`config.mk`:
```
export PLATFORM = sky130hd
export DESIGN_NAME = mips_ctrl_pipe
export DESIGN_NICKNAME = d
export VERILOG_FILES = /design/src/rtl/mips_ctrl_pipe.sv
export SDC_FILE = /design/constraint.sdc
export NUM_CORES = 1
export LEC_CHECK = 0
export ABC_AREA = 1
export CORE_AREA = 2 2 111 86
export CTS_CLUSTER_SIZE = 20
export DETAILED_ROUTE_END_ITERATION = 10
export DIE_AREA = 0 0 113 88
export GPL_TIMING_DRIVEN = 1
export PLACE_DENSITY = 0.68
export SYNTH_ARGS = -nofsm -noshare
export SYNTH_HDL_FRONTEND = slang
export SYNTH_SLANG_ARGS = --single-unit
export TNS_END_PERCENT = 100
```
`constraint.sdc`:
```
create_clock -name clk -period 2.15 [get_ports clk]
set_input_delay 0.43 -clock clk [delete_from_list [all_inputs] [get_ports clk]]
set_output_delay 0.43 -clock clk [all_outputs]
set_load 0.005 [all_outputs]
```
`src/rtl/mips_ctrl_pipe.sv`:
```
// Pipelined MIPS control unit: decodes the ID opcode into a control word carried through
// EX/MEM/WB, resolves BEQZ/BNEQZ in EX with a one-slot flush, and drains the pipe on HLT.
module mips_ctrl_pipe #(
    parameter int unsigned     OP_W    = 6,
    parameter int unsigned     ALUOP_W = 3,
    parameter logic [OP_W-1:0] HLT_OP  = OP_W'(63),
    parameter int unsigned     CNT_W   = 16
) (
    input  logic               clk,
    input  logic               rst_n,
    input  logic               id_valid,
    input  logic [OP_W-1:0]    id_opcode,
    input  logic               stall,
    input  logic               ex_zero,
    output logic               ex_sel_a,
    output logic               ex_sel_b,
    output logic [ALUOP_W-1:0] ex_alu_op,
    output logic               branch_taken,
    output logic               pc_write_en,
    output logic               mem_rd,
    output logic               mem_wr,
    output logic               wb_reg_wr,
    output logic               wb_sel_mem,
    output logic               halted,
    output logic [CNT_W-1:0]   illegal_cnt,
    output logic [CNT_W-1:0]   retire_cnt
);

    typedef struct packed {
        logic               sel_a;
        logic               sel_b;
        logic [ALUOP_W-1:0] alu_op;
        logic               mem_rd;
        logic               mem_wr;
        logic               reg_wr;
        logic               sel_mem;
        logic               beqz;
        logic               bneqz;
        logic               hlt;
    } ex_ctrl_t;

    typedef struct packed {
        logic mem_rd;
        logic mem_wr;
        logic reg_wr;
        logic sel_mem;
        logic hlt;
    } mem_ctrl_t;

    typedef struct packed {
        logic reg_wr;
        logic sel_mem;
    } wb_ctrl_t;

    typedef enum logic [1:0] {StRun, StDrain, StHalted} state_e;

    state_e     state_q, state_d;
    logic       ex_valid_q, ex_valid_d;
    ex_ctrl_t   ex_q, ex_d;
    logic       mem_valid_q, mem_valid_d;
    mem_ctrl_t  mem_q, mem_d;
    logic       wb_valid_q, wb_valid_d;
    wb_ctrl_t   wb_q, wb_d;
    logic [CNT_W-1:0] illegal_q, illegal_d;
    logic [CNT_W-1:0] retire_q, retire_d;

    ex_ctrl_t dec;
    logic     dec_legal;
    logic     hlt_in_ex;
    logic     id_take;
    logic     active;

    always_comb begin
        dec       = '0;
        dec_legal = 1'b0;
        // HLT is checked first so a parameterised HLT_OP wins over any class range.
        if (id_opcode == HLT_OP) begin
            dec_legal = 1'b1;
            dec.hlt   = 1'b1;
        end else if (id_opcode <= OP_W'(5)) begin
            dec_legal  = 1'b1;
            dec.sel_a  = 1'b1;
            dec.sel_b  = 1'b1;
            dec.alu_op = id_opcode[ALUOP_W-1:0];
            dec.reg_wr = 1'b1;
        end else if (id_opcode == OP_W'(8)) begin
            dec_legal   = 1'b1;
            dec.sel_a   = 1'b1;
            dec.mem_rd  = 1'b1;
            dec.reg_wr  = 1'b1;
            dec.sel_mem = 1'b1;
        end else if (id_opcode == OP_W'(9)) begin
            dec_legal  = 1'b1;
            dec.sel_a  = 1'b1;
            dec.mem_wr = 1'b1;
        end else if (id_opcode >= OP_W'(10) && id_opcode <= OP_W'(12)) begin
            dec_legal  = 1'b1;
            dec.sel_a  = 1'b1;
            dec.alu_op = id_opcode[ALUOP_W-1:0];
            dec.reg_wr = 1'b1;
        end else if (id_opcode == OP_W'(13)) begin
            dec_legal = 1'b1;
            dec.bneqz = 1'b1;
        end else if (id_opcode == OP_W'(14)) begin
            dec_legal = 1'b1;
            dec.beqz  = 1'b1;
        end
    end

    assign hlt_in_ex    = ex_valid_q & ex_q.hlt;
    assign branch_taken = ex_valid_q & ((ex_q.beqz & ex_zero) | (ex_q.bneqz & ~ex_zero));
    // A taken branch squashes the ID slot even when a stall is also raised.
    assign id_take      = (state_q == StRun) & ~hlt_in_ex & id_valid & ~stall & ~branch_taken;
    assign active       = (state_q != StHalted);

    always_comb begin
        ex_valid_d  = id_take & dec_legal;
        ex_d        = (id_take & dec_legal) ? dec : '0;

        mem_valid_d   = ex_valid_q;
        mem_d         = '0;
        mem_d.mem_rd  = ex_q.mem_rd;
        mem_d.mem_wr  = ex_q.mem_wr;
        mem_d.reg_wr  = ex_q.reg_wr;
        mem_d.sel_mem = ex_q.sel_mem;
        mem_d.hlt     = ex_q.hlt;

        wb_valid_d   = mem_valid_q;
        wb_d         = '0;
        wb_d.reg_wr  = mem_q.reg_wr;
        wb_d.sel_mem = mem_q.sel_mem;

        illegal_d = illegal_q;
        if (id_take & ~dec_legal & ~(&illegal_q)) begin
            illegal_d = illegal_q + CNT_W'(1);
        end
        retire_d = retire_q;
        if (wb_valid_q & ~(&retire_q)) begin
            retire_d = retire_q + CNT_W'(1);
        end

        state_d = state_q;
        unique case (state_q)
            StRun:    if (hlt_in_ex) state_d = StDrain;
            // HLT sits in MEM on the first drain cycle; everything older is already past EX.
            StDrain:  if (mem_valid_q & mem_q.hlt) state_d = StHalted;
            StHalted: state_d = StHalted;
            default:  state_d = StRun;
        endcase
    end

    always_ff @(posedge clk or negedge rst_n) begin
        if (!rst_n) begin
            state_q     <= StRun;
            ex_valid_q  <= 1'b0;
            ex_q        <= '0;
            mem_valid_q <= 1'b0;
            mem_q       <= '0;
            wb_valid_q  <= 1'b0;
            wb_q        <= '0;
            illegal_q   <= '0;
            retire_q    <= '0;
        end else begin
            state_q     <= state_d;
            ex_valid_q  <= ex_valid_d;
            ex_q        <= ex_d;
            mem_valid_q <= mem_valid_d;
            mem_q       <= mem_d;
            wb_valid_q  <= wb_valid_d;
            wb_q        <= wb_d;
            illegal_q   <= illegal_d;
            retire_q    <= retire_d;
        end
    end

    assign ex_sel_a    = active & ex_valid_q & ex_q.sel_a;
    assign ex_sel_b    = active & ex_valid_q & ex_q.sel_b;
    assign ex_alu_op   = (active & ex_valid_q) ? ex_q.alu_op : '0;
    assign mem_rd      = active & mem_valid_q & mem_q.mem_rd;
    assign mem_wr      = active & mem_valid_q & mem_q.mem_wr;
    assign wb_reg_wr   = active & wb_valid_q & wb_q.reg_wr;
    assign wb_sel_mem  = active & wb_valid_q & wb_q.sel_mem;
    assign pc_write_en = ~stall & (state_q == StRun) & ~hlt_in_ex;
    assign halted      = (state_q == StHalted);
    assign illegal_cnt = illegal_q;
    assign retire_cnt  = retire_q;

endmodule

```
Yosys cells after proc, flatten, opt, wreduce, memory -nomap -nowiden
Cells that the tools add are included.
{ "totals": {"mem_count": 0, "latch_bits": 0, "mem_bits_ro": 0, "mem_bits_rw": 0, "register_bits": 56, "output_inout_bits": 44} }
{ "op_classes": {"n_addsub": 2, "magnitude_cmp": 3, "multipliers": 0, "reduce_logical": 5, "n_eq_ne": 10, "n_div": 0, "n_bitwise": 32, "shift": 0, "n_mux": 36} }
{ "op_table": {"columns": ["operator", "n"], "rows": [
  ["16-bit by 1-bit adder with 16-bit output, second input constant", 2],
  ["16-bit AND reduction", 2],
  ["1-bit bitwise AND", 24],
  ["6-bit by 4-bit == test with 1-bit output, second input constant", 4],
  ["1-bit two-way mux", 21],
  ["3-bit two-way mux", 6],
  ["12-bit two-way mux", 1],
  ["2-bit two-way mux", 6],
  ["11-bit two-way mux", 1],
  ["1-bit inverter", 7],
  ["6-bit == test, second input constant", 1],
  ["6-bit by 4-bit greater-or-equal comparator with 1-bit output, second input constant", 1],
  ["6-bit by 3-bit <= comparator with 1-bit output, second input constant", 1],
  ["6-bit by 4-bit <= comparator with 1-bit output, second input constant", 1],
  ["2-bit != test, second input constant", 3],
  ["2-bit one-hot mux with 3 select lines", 1],
  ["2-bit by 1-bit == test with 1-bit output, second input constant", 1],
  ["2-bit == test, second input constant", 1],
  ["2-bit zero test", 1],
  ["2-bit AND reduction", 1],
  ["1-bit logical AND", 1],
  ["1-bit OR", 1]
]} }

Depth between registers and ports, before layout
Gate-level depths: netlist (run 1).
{ "depth": {"ltp_word": 11, "ltp_mapped": 10} }

Least setup slack after synthesis (run 1)
OpenSTA, ideal clock, no wires.
{ "synth_timing": {"path_kind": "register to register", "startpoint": "register illegal_q[0], in the netlist illegal_cnt[0]", "endpoint": "register illegal_q[11], in the netlist illegal_cnt[11]", "n_path_buf": 1, "path_stages_with_launch": 8, "arrival_ns": 1.462, "path_slack_ns": 0.571, "path_cell_list": "dfrtp_1 -> ha_1 -> nand3_2 -> nor2_4 -> nand4_4 -> buf_2 -> nand4_1 -> nand2_1"} }
{ "synth_via": {"elab_chain_len": 3, "word_cells_on_any_way": 4, "cone_classes": "1 x add/sub; 2 x bitwise; 1 x reduce/logical"} }
{ "synth_lines": {"columns": ["item", "line_no", "text"], "rows": [
  ["from (decl)", "64", "logic [CNT_W-1:0] illegal_q, illegal_d;"],
  ["from (signal assigned)", "171", "illegal_q <= illegal_d;"],
  ["parallel branches: the longest is 3 deep, another holds 16-bit by 1-bit adder with 16-bit output", null, null]
]} }
Parallel ways; which one is timed is not known.
A chain may end at the register's enable or synchronous reset.

Worst setup path in the final report (run 1)
{ "layout_timing": {"startpoint": "register state_q[0]", "endpoint": "output pc_write_en"} }
{ "layout_via": {"elab_chain_len": 3} }
{ "layout_lines": {"columns": ["item", "line_no", "text"], "rows": [
  ["from (decl)", "57", "state_e state_q, state_d;"],
  ["from (signal assigned)", "154", "state_q <= StRun;"],
  ["from (signal assigned)", "164", "state_q <= state_d;"],
  ["2-bit zero test", "183", "assign pc_write_en = ~stall & (state_q == StRun) & ~hlt_in_ex;"],
  ["1-bit bitwise AND (2 in series)", "183", null],
  ["to (decl)", "19", "output logic pc_write_en,"]
]} }
No other way between the ends.

==> results of run 1 <==
==> kinds of logic after synthesis <==
group,after synthesis,share of synthesized area (%)
compound gates,13,2.28
xor+xnor,19,5.51
fa+ha+maj,6,2.49
buf+inv,47,6.72
flops,54,44.8
simple gates,246,38.2
==> how the worst min path moves through the flow <==
stage	start	endpoint	cells after the start
3_5_place_dp	ex_q[6]	mem_q[4]	0
4_1_cts	rst_n	retire_cnt[9]	1
3_3_place_gp	ex_q[6]	mem_q[4]	0
5_1_grt	rst_n	retire_cnt[5]	1
2_1_floorplan	rst_n	ex_q[0]	0
6_report	rst_n	retire_cnt[11]	1
==> state kept, by name, indices dropped and copies added, names as in the netlist <==
| signal | flops |
|---|---|
| wb_valid_q | 1 |
| mem_valid_q | 1 |
| mem_q | 4 |
| ex_q | 11 |
| state_q | 2 |
| wb_q | 2 |
| retire_cnt | 16 |
| illegal_cnt | 16 |
| ex_valid_q | 1 |
==> cell usage in the layout (no fill, tap or decap), types with 4 or more instances in the layout <==
cell type / n
nand3_1: 15
nor3b_1: 4
nand2_1: 134
dlygate4sd2_1: 9
o21ai_0: 7
xnor2_1: 8
nor3_1: 5
dfrtp_1: 54
nand4_1: 23
inv_1: 38
xor2_1: 11
nor2_1: 41
nor2_2: 6
buf_4: 5
clkbuf_16: 5
clkdlybuf4s50_1: 44
ha_1: 5
==> layer usage <==
metal  wire length, µm  track usage [%]
met1              3220             18.9
met2              3150             23.5
met3               316             3.32
met4                40             3.66
met5                 0                0
==> through the flow <==
step / std cells / worst slack [ns]
2_1_floorplan: 385 / 0.571
3_3_place_gp: 551 / 0.0982
3_5_place_dp: 551 / 0.0741
4_1_cts: 559 / 0.0255
5_1_grt: 559 / 0.0216
6_report: 559 / 0.109
==> power by group <==
part | internal (W) | switching (W) | total [W]
Clock | 0.000550 | 0.000357 | 0.000907
Sequential | 0.00109 | 0.000109 | 0.00120
Combinational | 0.000279 | 0.000289 | 0.000568
Total | 0.00192 | 0.000755 | 0.00268
==> worst max-delay path: cells and delay by family (launching register included) <==
kind | cells | cell delay (ns)
buffers and inverters | 2 | 0.60
DFF | 1 | 0.40
and+or+nand+nor | 2 | 0.18
adders and majority gates | 1 | 0.15
==> layout make-up <==
type,instances,share of cell area [%]
clock inverter,2,0.966
inverter,40,3.87
clock buffer,6,3.32
tap,112,3.61
timing repair buffer,61,15.5
multi-input combinational,284,38.0
sequential,54,34.8
==> results.ini, run 1 <==
[route]
wl_per_cell_um=12.0
drc=5
drtPass1Iterations=8
ant_nets=0
wirelength_mm=6.73
routed_via_density=4.67
vias=2608
drt_iter0_drc=155

[critical_path]
r2r-start=illegal_cnt[0]
end_kind=output port
slowest_stage=clkdlybuf4s50_1
slowest_delay_ns=0.51
path_cells=inv_2 > ha_1 > nand2_1 > nor2_2 > clkdlybuf4s50_1
cp.arrival_ns=1.61
crit_fanout=4
worstSetupStartpoint=state_q[0]
crit_path_end=pc_write_en
setup.worst_path.class=reg2out
r2r_cells=7
setup.worst_path.start_class=flip-flop
crit_required_ns=1.72
reg2reg_slack_ns=0.23
r2r_end=illegal_cnt[10]

[sta]
setup_viol=0
max_freq_mhz=490
final_max_slew_viol_count=0
fin_crit_sh_pct=94.9
fin_crit_ns=2.04
whs_ns=0.120
tightest_slew_ns=0.548
fin_skew_ns=0.00748
worst_slew_margin_rel_pct=63.4
rsz0062_at_grt=no
finalSetupTns_ns=0
final_hold_viol_count=0

[logic_synthesis]
synth-async-reset-ratio_pct=100
yosysTopAreaCell=dfrtp_1
netlist_area_um2=3020
yosys_warnings=0
yosys-top-cells-count=nand2_1 (134), dfrtp_1 (54), nor2_1 (43), inv_1 (40), nand4_1 (23)
synthDistinctLibCells=30
synth.most_common_cell=nand2_1
synth_top_area_share_pct=44.8
synth.area.top_cells=dfrtp_1 (45%), nand2_1 (17%), nor2_1 (5.3%)
synth-main-ff-cell=dfrtp_1
yosysSeqAreaShare_pct=44.8
syn_nets=402
avgSynthCellArea_um2=7.84
synth_seq_cells=54
syn_inst=385
synth_edf_count=0

[place]
gp_congestion=0.822
dp_hpwl_mm=5.05
placed_cell_area_um2=3720
portBuffers=54

[clocking]
cts_tree=done
cts_hold_buf=0
cts.sinks=54
cts_max_level=2
cts_buffers=5
clk_pin_slew_worst_paths_ns=0.07
clockBufferDepth=2
cts_root_buffer=clkbuf_16
cts_setup_buffers=0
clk_latency_ns=0.29
post_cts_resized=12

[global_route]
antenna_found_initial=0
first_global_vias=2504
grt_max_degree=26
grt_first_pass_wirelength_mm=11.5
grt_overflow=0
grt_usage_pct=14.2

[final_layout]
n_fill_cell=901
antennaDiodeCount=0
fin_util_pct=43.8
fin_area_um2=3880
drive_above_1_share_pct=8.95
multi_input_area_um2=1470
nets=463
seqCellArea_um2=1350
area_growth_pct=28.7

[die]
coreArea_um2=8860
fp-row-count=30
ios=55
die_w_um=113
fp.dieH_um=88
dieArea_um2=9940
start_util_pct=34.1

[outcome]
failed_checks=DRC
status=finished with violations

[pwr]
peakVddDrop_v=0.000311
finalPower_w=0.00268
pwr_density_cell_nw_per_um2=689
p_leak_nw=1.78

[min_path]
hp-class=in2async

[run]
cap_violations=0

Power figures use the tool's default switching activity.
==> run 2: changes to the inputs <==
--- a/config.mk
+++ b/config.mk
@@ -7,6 +7,7 @@
 export LEC_CHECK = 0
 export ABC_AREA = 1
 export CORE_AREA = 2 2 111 86
+export CTS_BUF_LIST = sky130_fd_sc_hd__clkbuf_8
 export CTS_CLUSTER_SIZE = 20
 export DETAILED_ROUTE_END_ITERATION = 10
 export DIE_AREA = 0 0 113 88
==> results.ini, run 2 (synthesis results as in run 1) <==
[final_layout]
nets=463  ; unchanged
drive_above_1_share_pct=8.95  ; unchanged
final_cell_mix=nand2_1 (134), dfrtp_1 (54), clkdlybuf4s50_1 (43), nor2_1 (41), inv_1 (39)  ; was nand2_1 (134), dfrtp_1 (54), clkdlybuf4s50_1 (44), nor2_1 (41), inv_1 (38)
fin_area_um2=3830  ; was 3880 µm²
antennaDiodeCount=0  ; unchanged
area_growth_pct=26.9  ; was 28.7%
stdcell_count=559  ; unchanged
final_common_cell=nand2_1  ; unchanged

[critical_path]
slowest_delay_ns=0.50  ; was 0.51 ns
reg2reg_slack_ns=0.24  ; was 0.23 ns
cp_top_family=buffers and inverters  ; unchanged
end_kind=output port  ; unchanged
path_cells=inv_2 > ha_2 > buf_4 > clkdlybuf4s50_1  ; was inv_2 > ha_1 > nand2_1 > nor2_2 > clkdlybuf4s50_1
setup.worst_path.start_class=flip-flop  ; unchanged
slowest_stage=clkdlybuf4s50_1  ; unchanged
critical_path_buf_inv_count=3  ; was 2
cp.arrival_ns=1.62  ; was 1.61 ns
crit_fanout=5  ; was 4
setup.worst_path.class=reg2out  ; unchanged
crit_required_ns=1.72  ; about the same

[die]
fp-row-count=30  ; unchanged
dieArea_um2=9940  ; unchanged
coreArea_um2=8860  ; unchanged
ios=55  ; unchanged
die_w_um=113  ; unchanged
start_util_pct=34.1  ; unchanged
fp.dieH_um=88  ; unchanged

[place]
gp_congestion=0.822  ; unchanged
dp.cells=551  ; unchanged
portBuffers=54  ; unchanged
placed_cell_area_um2=3720  ; unchanged
dp_hpwl_mm=5.05  ; unchanged

[route]
drc=5  ; unchanged
routed_via_density=4.66  ; was 4.67
wl_per_cell_um=12.0  ; about the same
wl_met2_mm=3.10  ; was 3.15 mm
m1WireLength_mm=3.25  ; was 3.22 mm
ant_nets=0  ; unchanged
drtPass1Iterations=7  ; was 8
wirelength_mm=6.69  ; was 6.73 mm
drt_iter0_drc=170  ; was 155
top_layer=met4  ; unchanged
vias=2604  ; was 2608
wl_met3_um=300  ; was 316 µm

[clocking]
cts_buffers=5  ; unchanged
clockBufferDepth=2  ; unchanged
clk_latency_ns=0.31  ; was 0.29 ns
cts_hold_buf=0  ; unchanged
cts_max_level=2  ; unchanged
cts_root_buffer=clkbuf_8  ; was clkbuf_16
cts_setup_buffers=0  ; unchanged
clk_pin_slew_worst_paths_ns=0.10  ; was 0.07 ns
cts_tree=done  ; unchanged
post_cts_resized=13  ; was 12
cts.sinks=54  ; unchanged

[sta]
final_hold_viol_count=0  ; unchanged
fin_crit_ns=2.05  ; was 2.04 ns
finalSetupTns_ns=0  ; unchanged
rsz0062_at_grt=no  ; unchanged
tightest_slew_ns=0.551  ; was 0.548 ns
fin_crit_sh_pct=95.5  ; was 94.9%
fin_skew_ns=0.0112  ; was 0.00748 ns
max_freq_mhz=487  ; was 490 MHz
worst_slew_margin_rel_pct=63.3  ; was 63.4%
setup_viol=0  ; unchanged
final_max_slew_viol_count=0  ; unchanged
whs_ns=0.0936  ; was 0.120 ns

[pwr]
peakVddDrop_v=0.000251  ; was 0.000311 V
pwr_density_cell_nw_per_um2=638  ; was 689 nW/µm²
finalPower_w=0.00244  ; was 0.00268 W
p_leak_nw=1.77  ; was 1.78 nW

[global_route]
grt_usage_pct=14.2  ; unchanged
antenna_found_initial=0  ; unchanged
grt_overflow=0  ; unchanged
grt_max_degree=26  ; unchanged
grt_first_pass_wirelength_mm=11.5  ; about the same
first_global_vias=2494  ; was 2504

[min_path]
hp-class=in2async  ; unchanged

[outcome]
failed_checks=DRC  ; unchanged
status=finished with violations  ; unchanged

[run]
cap_violations=0  ; unchanged

[run 2: changes by cell type in the layout (fill, tap and decap cells not counted)]
cell             before  now
clkbuf_16             5    0
clkbuf_8              0    5
clkbuf_1              1    0
clkdlybuf4s50_1      44   43
dlymetal6s2s_1        0    1
inv_1                38   39
[run 2: routing by layer]
layer / track usage (%) / vias up
met2: 23.4 / 55
met1: 18.9 / 1200
li1: - / 1346
met4: 3.99 / 0
met5: 0 / -
met3: 3.32 / 3
[run 2: area by class of cell]
cell class	instances	area, µm²
clock inverter	3	41.3
inverter	40	150
multi-input combinational	284	1470
sequential	54	1350
clock buffer	5	68.8
fill	908	5030
tap	112	140
timing repair buffer	61	604
[run 2: through the flow]
step	setup WS [ns]	utilization, %
floorplan	0.571	-
global placement	0.0982	42.0
detailed placement	0.0741	42.0
CTS	0.0347	43.1
global route	0.0149	43.2
finish	0.0975	43.2
[run 2: path summary, 6_finish.rpt]
| kind | startpoint | end | cells past startpoint |
|---|---|---|---|
| max in group asynchronous | rst_n | illegal_cnt[9] | 2 |
| min in group clk | ex_q[6] | mem_q[4] | 0 |
| max | state_q[0] | halted | 4 |
| min | rst_n | retire_cnt[11] | 1 |
| min reg2reg | ex_q[6] | mem_q[4] | 0 |
| max reg2reg | illegal_cnt[0] | illegal_cnt[10] | 7 |
[run 2: power by group]
group          internal, W  leakage [nW]  switching, W  total (W)
logic             0.000278         0.973      0.000287   0.000565
clock network     0.000343        0.0556      0.000334   0.000677
registers          0.00109         0.743      0.000110    0.00120
[run 2: worst register-to-register path, cell delays in order (launching register included)]
cell and delay, ns:
dfrtp_1 0.49, ha_1 0.28, nand3_2 0.13, nor2_4 0.22
nand4_4 0.29, nand3_4 0.29, nand2_1 0.08, nand2_1 0.07
